## config.mk

```make
export PLATFORM = sky130hd
export DESIGN_NAME = multicycle_control_fsm_flat
export DESIGN_NICKNAME = d
export VERILOG_FILES = /design/src/rtl/mc_ctrl_pkg.sv /design/src/rtl/multicycle_control_fsm_if.sv /design/src/rtl/mem_wait_timer.sv /design/src/rtl/multicycle_control_fsm.sv /design/src/flat_wrapper.sv
export SDC_FILE = /design/constraint.sdc
export NUM_CORES = 1
export LEC_CHECK = 0
export ABC_AREA = 1
export ABC_CLOCK_PERIOD_IN_PS = 4400
export BUFFER_PORTS_ARGS = -buffer_cell sky130_fd_sc_hd__buf_2
export CAP_MARGIN = 25
export CORE_UTILIZATION = 45
export CTS_CLUSTER_SIZE = 20
export DETAILED_ROUTE_END_ITERATION = 10
export GPL_TIMING_DRIVEN = 0
export PLACE_DENSITY = 0.74
export SETUP_SLACK_MARGIN = 0.05
export SLEW_MARGIN = 25
export SYNTH_ARGS = -nofsm -noshare
export SYNTH_HDL_FRONTEND = slang
export SYNTH_SLANG_ARGS = --single-unit
```

## constraint.sdc

```tcl
create_clock -name clk -period 4.4 [get_ports clk]
set_input_delay 0.88 -clock clk [delete_from_list [all_inputs] [get_ports clk]]
set_output_delay 0.88 -clock clk [all_outputs]
set_load 0.01 [all_outputs]
```

## src/rtl/mc_ctrl_pkg.sv

```systemverilog
// Shared types for the multi-cycle MIPS control sequencer: state encoding,
// opcodes, datapath select encodings and the per-state control decode.
package mc_ctrl_pkg;

    localparam int unsigned WAIT_CNT_W = 8;

    typedef enum logic [3:0] {
        FETCH   = 4'd0,
        DECODE  = 4'd1,
        MEMADR  = 4'd2,
        MEMRD   = 4'd3,
        MEMWB   = 4'd4,
        MEMWR   = 4'd5,
        EXEC    = 4'd6,
        RWB     = 4'd7,
        BRANCH  = 4'd8,
        JUMP    = 4'd9,
        ADDI_EX = 4'd10,
        ADDI_WB = 4'd11,
        HALT    = 4'd12
    } state_e;

    localparam logic [5:0] OP_RTYPE = 6'b000000;
    localparam logic [5:0] OP_LW    = 6'b100011;
    localparam logic [5:0] OP_SW    = 6'b101011;
    localparam logic [5:0] OP_BEQ   = 6'b000100;
    localparam logic [5:0] OP_J     = 6'b000010;
    localparam logic [5:0] OP_ADDI  = 6'b001000;

    typedef enum logic [1:0] {
        ALU_ADD   = 2'b00,
        ALU_SUB   = 2'b01,
        ALU_FUNCT = 2'b10
    } alu_op_e;

    typedef enum logic [1:0] {
        SRCB_REGB     = 2'b00,
        SRCB_FOUR     = 2'b01,
        SRCB_SEXT     = 2'b10,
        SRCB_SEXT_SH2 = 2'b11
    } alu_src_b_e;

    typedef enum logic [1:0] {
        PCSRC_ALU    = 2'b00,
        PCSRC_ALUOUT = 2'b01,
        PCSRC_JUMP   = 2'b10
    } pc_source_e;

    // Controls that depend on state alone; ready-gated strobes are added in the top.
    typedef struct packed {
        logic       pc_write;
        logic       pc_write_cond;
        logic       iord;
        logic       mem_read;
        logic       mem_write;
        logic       mem_to_reg;
        logic       reg_dst;
        logic       reg_write;
        logic       alu_src_a;
        alu_src_b_e alu_src_b;
        alu_op_e    alu_op;
        pc_source_e pc_source;
    } ctrl_t;

    function automatic ctrl_t state_ctrl(state_e s);
        ctrl_t c;
        c = '0;
        case (s)
            FETCH: begin
                c.mem_read  = 1'b1;
                c.alu_src_b = SRCB_FOUR;
            end
            DECODE:  c.alu_src_b = SRCB_SEXT_SH2;
            MEMADR: begin
                c.alu_src_a = 1'b1;
                c.alu_src_b = SRCB_SEXT;
            end
            MEMRD: begin
                c.mem_read = 1'b1;
                c.iord     = 1'b1;
            end
            MEMWB: begin
                c.reg_write  = 1'b1;
                c.mem_to_reg = 1'b1;
            end
            MEMWR: begin
                c.mem_write = 1'b1;
                c.iord      = 1'b1;
            end
            EXEC: begin
                c.alu_src_a = 1'b1;
                c.alu_op    = ALU_FUNCT;
            end
            RWB: begin
                c.reg_write = 1'b1;
                c.reg_dst   = 1'b1;
            end
            BRANCH: begin
                c.alu_src_a     = 1'b1;
                c.alu_op        = ALU_SUB;
                c.pc_write_cond = 1'b1;
                c.pc_source     = PCSRC_ALUOUT;
            end
            JUMP: begin
                c.pc_write  = 1'b1;
                c.pc_source = PCSRC_JUMP;
            end
            ADDI_EX: begin
                c.alu_src_a = 1'b1;
                c.alu_src_b = SRCB_SEXT;
            end
            ADDI_WB: c.reg_write = 1'b1;
            default: c = '0;
        endcase
        return c;
    endfunction

    // States whose single cycle retires an instruction unconditionally.
    function automatic logic retires(state_e s);
        return (s == MEMWB) || (s == RWB) || (s == BRANCH) ||
               (s == JUMP)  || (s == ADDI_WB);
    endfunction

endpackage

```

## src/rtl/multicycle_control_fsm_if.sv

```systemverilog
// Control bundle between the sequencer (master) and the MIPS datapath/memory (slave).
interface multicycle_control_fsm_if;
    logic [5:0] opcode;
    logic       mem_ready;
    logic       pc_write;
    logic       pc_write_cond;
    logic       iord;
    logic       mem_read;
    logic       mem_write;
    logic       ir_write;
    logic       mem_to_reg;
    logic       reg_dst;
    logic       reg_write;
    logic       alu_src_a;
    logic [1:0] alu_src_b;
    logic [1:0] alu_op;
    logic [1:0] pc_source;
    logic [3:0] state;
    logic       instr_done;
    logic       illegal_op;
    logic       bus_error;

    modport master (
        input  opcode, mem_ready,
        output pc_write, pc_write_cond, iord, mem_read, mem_write, ir_write,
               mem_to_reg, reg_dst, reg_write, alu_src_a, alu_src_b, alu_op,
               pc_source, state, instr_done, illegal_op, bus_error
    );

    modport slave (
        output opcode, mem_ready,
        input  pc_write, pc_write_cond, iord, mem_read, mem_write, ir_write,
               mem_to_reg, reg_dst, reg_write, alu_src_a, alu_src_b, alu_op,
               pc_source, state, instr_done, illegal_op, bus_error
    );
endinterface

```

## src/rtl/mem_wait_timer.sv

```systemverilog
// Counts consecutive not-ready cycles in a memory wait state and flags the
// cycle in which the WAIT_LIMIT-th wait passes without mem_ready.
module mem_wait_timer
    import mc_ctrl_pkg::*;
#(
    parameter int unsigned WAIT_LIMIT = 16
) (
    input  logic clk,
    input  logic reset,
    input  logic waiting,
    input  logic mem_ready,
    output logic timeout
);

    localparam logic [WAIT_CNT_W-1:0] LAST_WAIT = WAIT_CNT_W'(WAIT_LIMIT - 1);

    logic [WAIT_CNT_W-1:0] count_q, count_d;
    logic                  stalled;

    assign stalled = waiting && !mem_ready;
    assign timeout = stalled && (count_q == LAST_WAIT);

    // Leaving or re-entering a wait state always passes through a non-stalled cycle, which clears the count.
    always_comb begin
        count_d = stalled ? count_q + 1'b1 : '0;
    end

    always_ff @(posedge clk) begin
        if (reset) count_q <= '0;
        else       count_q <= count_d;
    end

endmodule

```

## src/rtl/multicycle_control_fsm.sv

```systemverilog
// Multi-cycle MIPS control sequencer: FETCH/DECODE/EXEC-MEM/WRITEBACK with a
// mem_ready handshake and bus-error timeout. Optional macro: PERF_COUNTERS_EN.
module multicycle_control_fsm
    import mc_ctrl_pkg::*;
#(
    parameter int unsigned WAIT_LIMIT = 16
) (
    input  logic                        clk,
    input  logic                        reset,
    multicycle_control_fsm_if.master    bus
`ifdef PERF_COUNTERS_EN
    ,
    output logic [31:0]                 cycle_count,
    output logic [31:0]                 retired_count
`endif
);

    state_e state_q, state_d;
    ctrl_t  ctrl_q, ctrl_d;
    logic   retire_q, retire_d;
    logic   bus_error_q, bus_error_d;
    logic   illegal;
    logic   waiting;
    logic   timeout;
    logic   fetch_done;
    logic   instr_done;

    assign waiting = (state_q == FETCH) || (state_q == MEMRD) || (state_q == MEMWR);

    mem_wait_timer #(
        .WAIT_LIMIT (WAIT_LIMIT)
    ) u_wait_timer (
        .clk       (clk),
        .reset     (reset),
        .waiting   (waiting),
        .mem_ready (bus.mem_ready),
        .timeout   (timeout)
    );

    always_comb begin
        // NOTE: every signal gets a default before the case so no path can infer a latch.
        state_d = state_q;
        illegal = 1'b0;
        case (state_q)
            FETCH: begin
                if (bus.mem_ready) state_d = DECODE;
                else if (timeout)  state_d = HALT;
            end
            DECODE: begin
                case (bus.opcode)
                    OP_RTYPE:     state_d = EXEC;
                    OP_LW, OP_SW: state_d = MEMADR;
                    OP_BEQ:       state_d = BRANCH;
                    OP_J:         state_d = JUMP;
                    OP_ADDI:      state_d = ADDI_EX;
                    default: begin
                        state_d = FETCH;
                        illegal = 1'b1;
                    end
                endcase
            end
            MEMADR: state_d = (bus.opcode == OP_SW) ? MEMWR : MEMRD;
            MEMRD: begin
                if (bus.mem_ready) state_d = MEMWB;
                else if (timeout)  state_d = HALT;
            end
            MEMWR: begin
                if (bus.mem_ready) state_d = FETCH;
                else if (timeout)  state_d = HALT;
            end
            EXEC:    state_d = RWB;
            ADDI_EX: state_d = ADDI_WB;
            MEMWB, RWB, BRANCH, JUMP, ADDI_WB: state_d = FETCH;
            HALT:    state_d = HALT;
            default: state_d = FETCH;
        endcase
        ctrl_d      = state_ctrl(state_d);
        retire_d    = retires(state_d);
        bus_error_d = bus_error_q || timeout;
    end

    // Moore controls are decoded from the next state so they leave a flop.
    always_ff @(posedge clk) begin
        if (reset) begin
            state_q     <= FETCH;
            ctrl_q      <= state_ctrl(FETCH);
            retire_q    <= 1'b0;
            bus_error_q <= 1'b0;
        end else begin
            // NOTE: state flops use non-blocking assignment so every flop samples pre-edge values.
            state_q     <= state_d;
            ctrl_q      <= ctrl_d;
            retire_q    <= retire_d;
            bus_error_q <= bus_error_d;
        end
    end

    // Write strobes are masked while reset is held so an interrupted state commits nothing.
    assign fetch_done = (state_q == FETCH) && bus.mem_ready;
    assign instr_done = !reset && (retire_q || ((state_q == MEMWR) && bus.mem_ready));

    assign bus.pc_write      = !reset && (ctrl_q.pc_write || fetch_done);
    assign bus.ir_write      = !reset && fetch_done;
    assign bus.pc_write_cond = !reset && ctrl_q.pc_write_cond;
    assign bus.mem_write     = !reset && ctrl_q.mem_write;
    assign bus.reg_write     = !reset && ctrl_q.reg_write;
    assign bus.iord          = ctrl_q.iord;
    assign bus.mem_read      = ctrl_q.mem_read;
    assign bus.mem_to_reg    = ctrl_q.mem_to_reg;
    assign bus.reg_dst       = ctrl_q.reg_dst;
    assign bus.alu_src_a     = ctrl_q.alu_src_a;
    assign bus.alu_src_b     = ctrl_q.alu_src_b;
    assign bus.alu_op        = ctrl_q.alu_op;
    assign bus.pc_source     = ctrl_q.pc_source;
    assign bus.state         = state_q;
    assign bus.instr_done    = instr_done;
    assign bus.illegal_op    = !reset && illegal;
    assign bus.bus_error     = bus_error_q;

`ifdef PERF_COUNTERS_EN
    logic [31:0] cycle_count_q, cycle_count_d;
    logic [31:0] retired_count_q, retired_count_d;

    always_comb begin
        cycle_count_d   = cycle_count_q + ((state_q != HALT) ? 32'd1 : 32'd0);
        retired_count_d = retired_count_q + (instr_done ? 32'd1 : 32'd0);
    end

    always_ff @(posedge clk) begin
        if (reset) begin
            cycle_count_q   <= '0;
            retired_count_q <= '0;
        end else begin
            cycle_count_q   <= cycle_count_d;
            retired_count_q <= retired_count_d;
        end
    end

    assign cycle_count   = cycle_count_q;
    assign retired_count = retired_count_q;
`endif

endmodule

```

## src/flat_wrapper.sv

```systemverilog
// flat-port wrapper written by rule: the top's interface ports become plain ports
module multicycle_control_fsm_flat import mc_ctrl_pkg::*;
#(
    parameter int unsigned WAIT_LIMIT = 16
)
  (clk, reset, bus_opcode, bus_mem_ready, bus_pc_write, bus_pc_write_cond, bus_iord, bus_mem_read, bus_mem_write, bus_ir_write, bus_mem_to_reg, bus_reg_dst, bus_reg_write, bus_alu_src_a, bus_alu_src_b, bus_alu_op, bus_pc_source, bus_state, bus_instr_done, bus_illegal_op, bus_bus_error);
  multicycle_control_fsm_if bus_i ();
  input  logic clk;
  input  logic reset;
  input wire logic [$bits(bus_i.opcode)-1:0] bus_opcode;
  input wire logic [$bits(bus_i.mem_ready)-1:0] bus_mem_ready;
  output wire logic [$bits(bus_i.pc_write)-1:0] bus_pc_write;
  output wire logic [$bits(bus_i.pc_write_cond)-1:0] bus_pc_write_cond;
  output wire logic [$bits(bus_i.iord)-1:0] bus_iord;
  output wire logic [$bits(bus_i.mem_read)-1:0] bus_mem_read;
  output wire logic [$bits(bus_i.mem_write)-1:0] bus_mem_write;
  output wire logic [$bits(bus_i.ir_write)-1:0] bus_ir_write;
  output wire logic [$bits(bus_i.mem_to_reg)-1:0] bus_mem_to_reg;
  output wire logic [$bits(bus_i.reg_dst)-1:0] bus_reg_dst;
  output wire logic [$bits(bus_i.reg_write)-1:0] bus_reg_write;
  output wire logic [$bits(bus_i.alu_src_a)-1:0] bus_alu_src_a;
  output wire logic [$bits(bus_i.alu_src_b)-1:0] bus_alu_src_b;
  output wire logic [$bits(bus_i.alu_op)-1:0] bus_alu_op;
  output wire logic [$bits(bus_i.pc_source)-1:0] bus_pc_source;
  output wire logic [$bits(bus_i.state)-1:0] bus_state;
  output wire logic [$bits(bus_i.instr_done)-1:0] bus_instr_done;
  output wire logic [$bits(bus_i.illegal_op)-1:0] bus_illegal_op;
  output wire logic [$bits(bus_i.bus_error)-1:0] bus_bus_error;
  assign bus_i.opcode = bus_opcode;
  assign bus_i.mem_ready = bus_mem_ready;
  assign bus_pc_write = bus_i.pc_write;
  assign bus_pc_write_cond = bus_i.pc_write_cond;
  assign bus_iord = bus_i.iord;
  assign bus_mem_read = bus_i.mem_read;
  assign bus_mem_write = bus_i.mem_write;
  assign bus_ir_write = bus_i.ir_write;
  assign bus_mem_to_reg = bus_i.mem_to_reg;
  assign bus_reg_dst = bus_i.reg_dst;
  assign bus_reg_write = bus_i.reg_write;
  assign bus_alu_src_a = bus_i.alu_src_a;
  assign bus_alu_src_b = bus_i.alu_src_b;
  assign bus_alu_op = bus_i.alu_op;
  assign bus_pc_source = bus_i.pc_source;
  assign bus_state = bus_i.state;
  assign bus_instr_done = bus_i.instr_done;
  assign bus_illegal_op = bus_i.illegal_op;
  assign bus_bus_error = bus_i.bus_error;
  multicycle_control_fsm #(.WAIT_LIMIT(WAIT_LIMIT)) u_core (.clk(clk), .reset(reset), .bus(bus_i));
endmodule
```

==> results.py <==
metrics = {
    "sta": {
        "setup_viol": 0,
        "timing.final.crit_share_pct": 60.7,
        "hold_viol_final": 0,
        "slew-limit-headroom_pct": 66.6,
        "fin_setup_tns_ns": 0,
        "fin_skew_ns": 0.0143,
        "timing.fmax_mhz": 374,
        "worstMarginPinSlew_ns": 0.501,
        "rsz0062_at_grt": "no",
        "holdWs_ns": 0.468,
        "drv_slew": 0,
        "worst_slack_ns": 1.73,
        "period_needed_ns": 2.67,
    },
    "grt": {
        "track_usage_pct": 18.1,
        "grt_max_degree": 16,
        "grt_pass1_wl_microns": 4930,
        "grt_pass1_vias": 1188,
        "antenna_found_initial": 0,
        "overflow": 0,
    },
    "logic_synthesis": {
        "syn_inst": 208,
        "ys_seq_area_share_pct": 35.3,
        "synth_area_sq_mm": 0.00148,
        "synth.distinct_cells": 29,
        "ys_seq_elements": 26,
        "syn_nets": 218,
        "syn_area_per_cell_sq_um": 7.10,
        "ys_warn_count": 0,
    },
    "critical_path": {
        "worstPathMaxFanout": 10,
        "crit_type": "in2out",
        "arrival_ns": 1.79,
        "worstSetupStartpointType": "primary input",
        "reg2regPathDepth": 12,
        "cp-end-kind": "output port",
        "critical_path_required_ns": 3.52,
    },
    "placed_design": {
        "globalplace.congestion": 0.829,
        "dp_slack_ns": 1.75,
        "post-dp-hpwl_microns": 2240,
        "post_dp_cell_area_sq_mm": 0.00169,
        "portBuffers": 31,
        "dp_cells": 283,
    },
    "clock_network": {
        "cts_setup_buffers": 0,
        "post_cts_resized": 0,
        "root_buffer": "clkbuf_4",
        "htree_levels": 1,
        "clkSinkCount": 26,
        "holdBufCountCts": 0,
        "cts_made_buffers": 3,
        "clk_path_buf_depth": 2,
        "insertion_delay_ns": 0.32,
        "tritoncts": "yes",
        "clkTransAtPathRegs_ns": 0.12,
    },
    "drt": {
        "drt_iter0_drc": 33,
        "avgRoutedWirePerCell_microns": 9.85,
        "routed_wl_microns": 2830,
        "ant_nets": 0,
        "drc": 0,
        "num_vias": 1310,
        "drt_pre_antenna_iters": 4,
        "vias_per_cell": 4.56,
    },
    "floorplanning": {
        "io_pins": 32,
        "dieArea_sq_mm": 0.00351,
        "core_sq_mm": 0.00308,
        "rows": 20,
        "die_width_microns": 59.3,
        "start_util_pct": 48.0,
        "die_h_microns": 59.3,
    },
    "min_path": {
        "whs_path_depth": 1,
        "hold_path_class": "reg2reg",
    },
    "job": {
        "drv_cap": 0,
    },
    "pwr": {
        "max-vdd-ir-drop_uv": 236,
        "power_leakage_nw": 0.887,
        "finalPower_uw": 456,
        "powerDensity_mw_per_mm2": 262,
    },
    "finish": {
        "regMostFlops": "u_core.u_wait_timer.count_q",
        "drive_above_1_share_pct": 33.7,
        "nFillCells": 307,
        "antenna-diode-count": 0,
        "design_area_sq_mm": 0.00174,
        "finish.utilization_pct": 56.5,
        "largest_reg_flops": 8,
        "nets": 254,
        "final_cells": 287,
        "area_growth_pct": 17.8,
    },
    "outcome": {
        "outcome": "finished clean",
    },
}
==> cells in the final DEF, fill, tap and decap left out, types with 3 or more instances in the layout <==
master	count
buf_2	31
nand2_1	35
nor2_1	37
dfxtp_1	26
nand2_2	10
clkbuf_4	3
nand4_1	5
a21oi_1	4
inv_1	24
buf_4	6
o21ai_0	3
nor2_4	6
nand3_1	15
nand3_2	7
nand2_4	3
inv_2	7
==> worst max-delay path: stages <==
cell      delay, ns
buf_2          0.17
clkbuf_1       0.42
o21ai_0        0.16
buf_2          0.16
==> worst paths after layout <==
check	slack, ns	start	to
worst max-delay path	1.73	reset	bus_pc_write
worst min-delay path	0.47	u_core.u_wait_timer.count_q[0]	u_core.u_wait_timer.count_q[0]
worst max register to register	2.67	u_core.u_wait_timer.count_q[0]	u_core.bus.alu_src_a
worst min register to register	0.47	u_core.u_wait_timer.count_q[0]	u_core.u_wait_timer.count_q[0]
==> logic make-up after synthesis <==
kind of cell	share of synthesized area (%)
fa+ha+maj	0.847
compound gates	5.42
simple gates	45.8
flops	35.3
buf+inv	11.4
xor+xnor	1.19
==> cells in the mapped netlist, drive strengths merged <==
| cell type | n | area share [%] |
|---|---|---|
| a21oi | 5 | 1.9 |
| and2 | 1 | 0.42 |
| buf | 6 | 3.1 |
| clkbuf | 1 | 0.25 |
| clkinv | 1 | 0.25 |
| dfxtp | 26 | 35 |
| ha | 1 | 0.85 |
| inv | 31 | 7.9 |
| nand2 | 48 | 15 |
| nand3 | 22 | 9.8 |
| nand4 | 5 | 2.1 |
| nor2 | 45 | 15 |
| nor3 | 3 | 1.4 |
| nor3b | 2 | 1.0 |
| o211ai | 1 | 0.51 |
| o21a | 1 | 0.51 |
| o21ai | 4 | 1.6 |
| o22ai | 1 | 0.85 |
| or2 | 2 | 0.85 |
| xor2 | 2 | 1.2 |
==> final cells by class <==
class	count	area, sq um	area share [%]
Multi-Input combinational cell	143	787	45.3
Sequential cell	26	520	29.9
Timing Repair Buffer	31	155	8.92
Inverter	32	120	6.91
Tap cell	44	55.1	3.17
Buffer	7	48.8	2.81
Clock inverter	1	30.0	1.73
Clock buffer	3	22.5	1.29
==> per-layer routing <==
| metal | vias to the layer above | part of all wire, % | track usage (%) |
|---|---|---|---|
| met5 | - | 0 | 0 |
| met4 | 0 | 0 | 3.74 |
| met3 | 0 | 3.5 | 3.93 |
| met2 | 25 | 47 | 30.8 |
| met1 | 570 | 49 | 23.5 |
| li1 | 715 | - | - |
==> power breakdown <==
group / total (mW) / switching, mW / internal [mW]
sequential: 0.242 / 0.00275 / 0.239
combinational: 0.0534 / 0.0347 / 0.0187
clock: 0.160 / 0.0679 / 0.0921
total: 0.456 / 0.105 / 0.350
(Power assumes the default switching activity.)
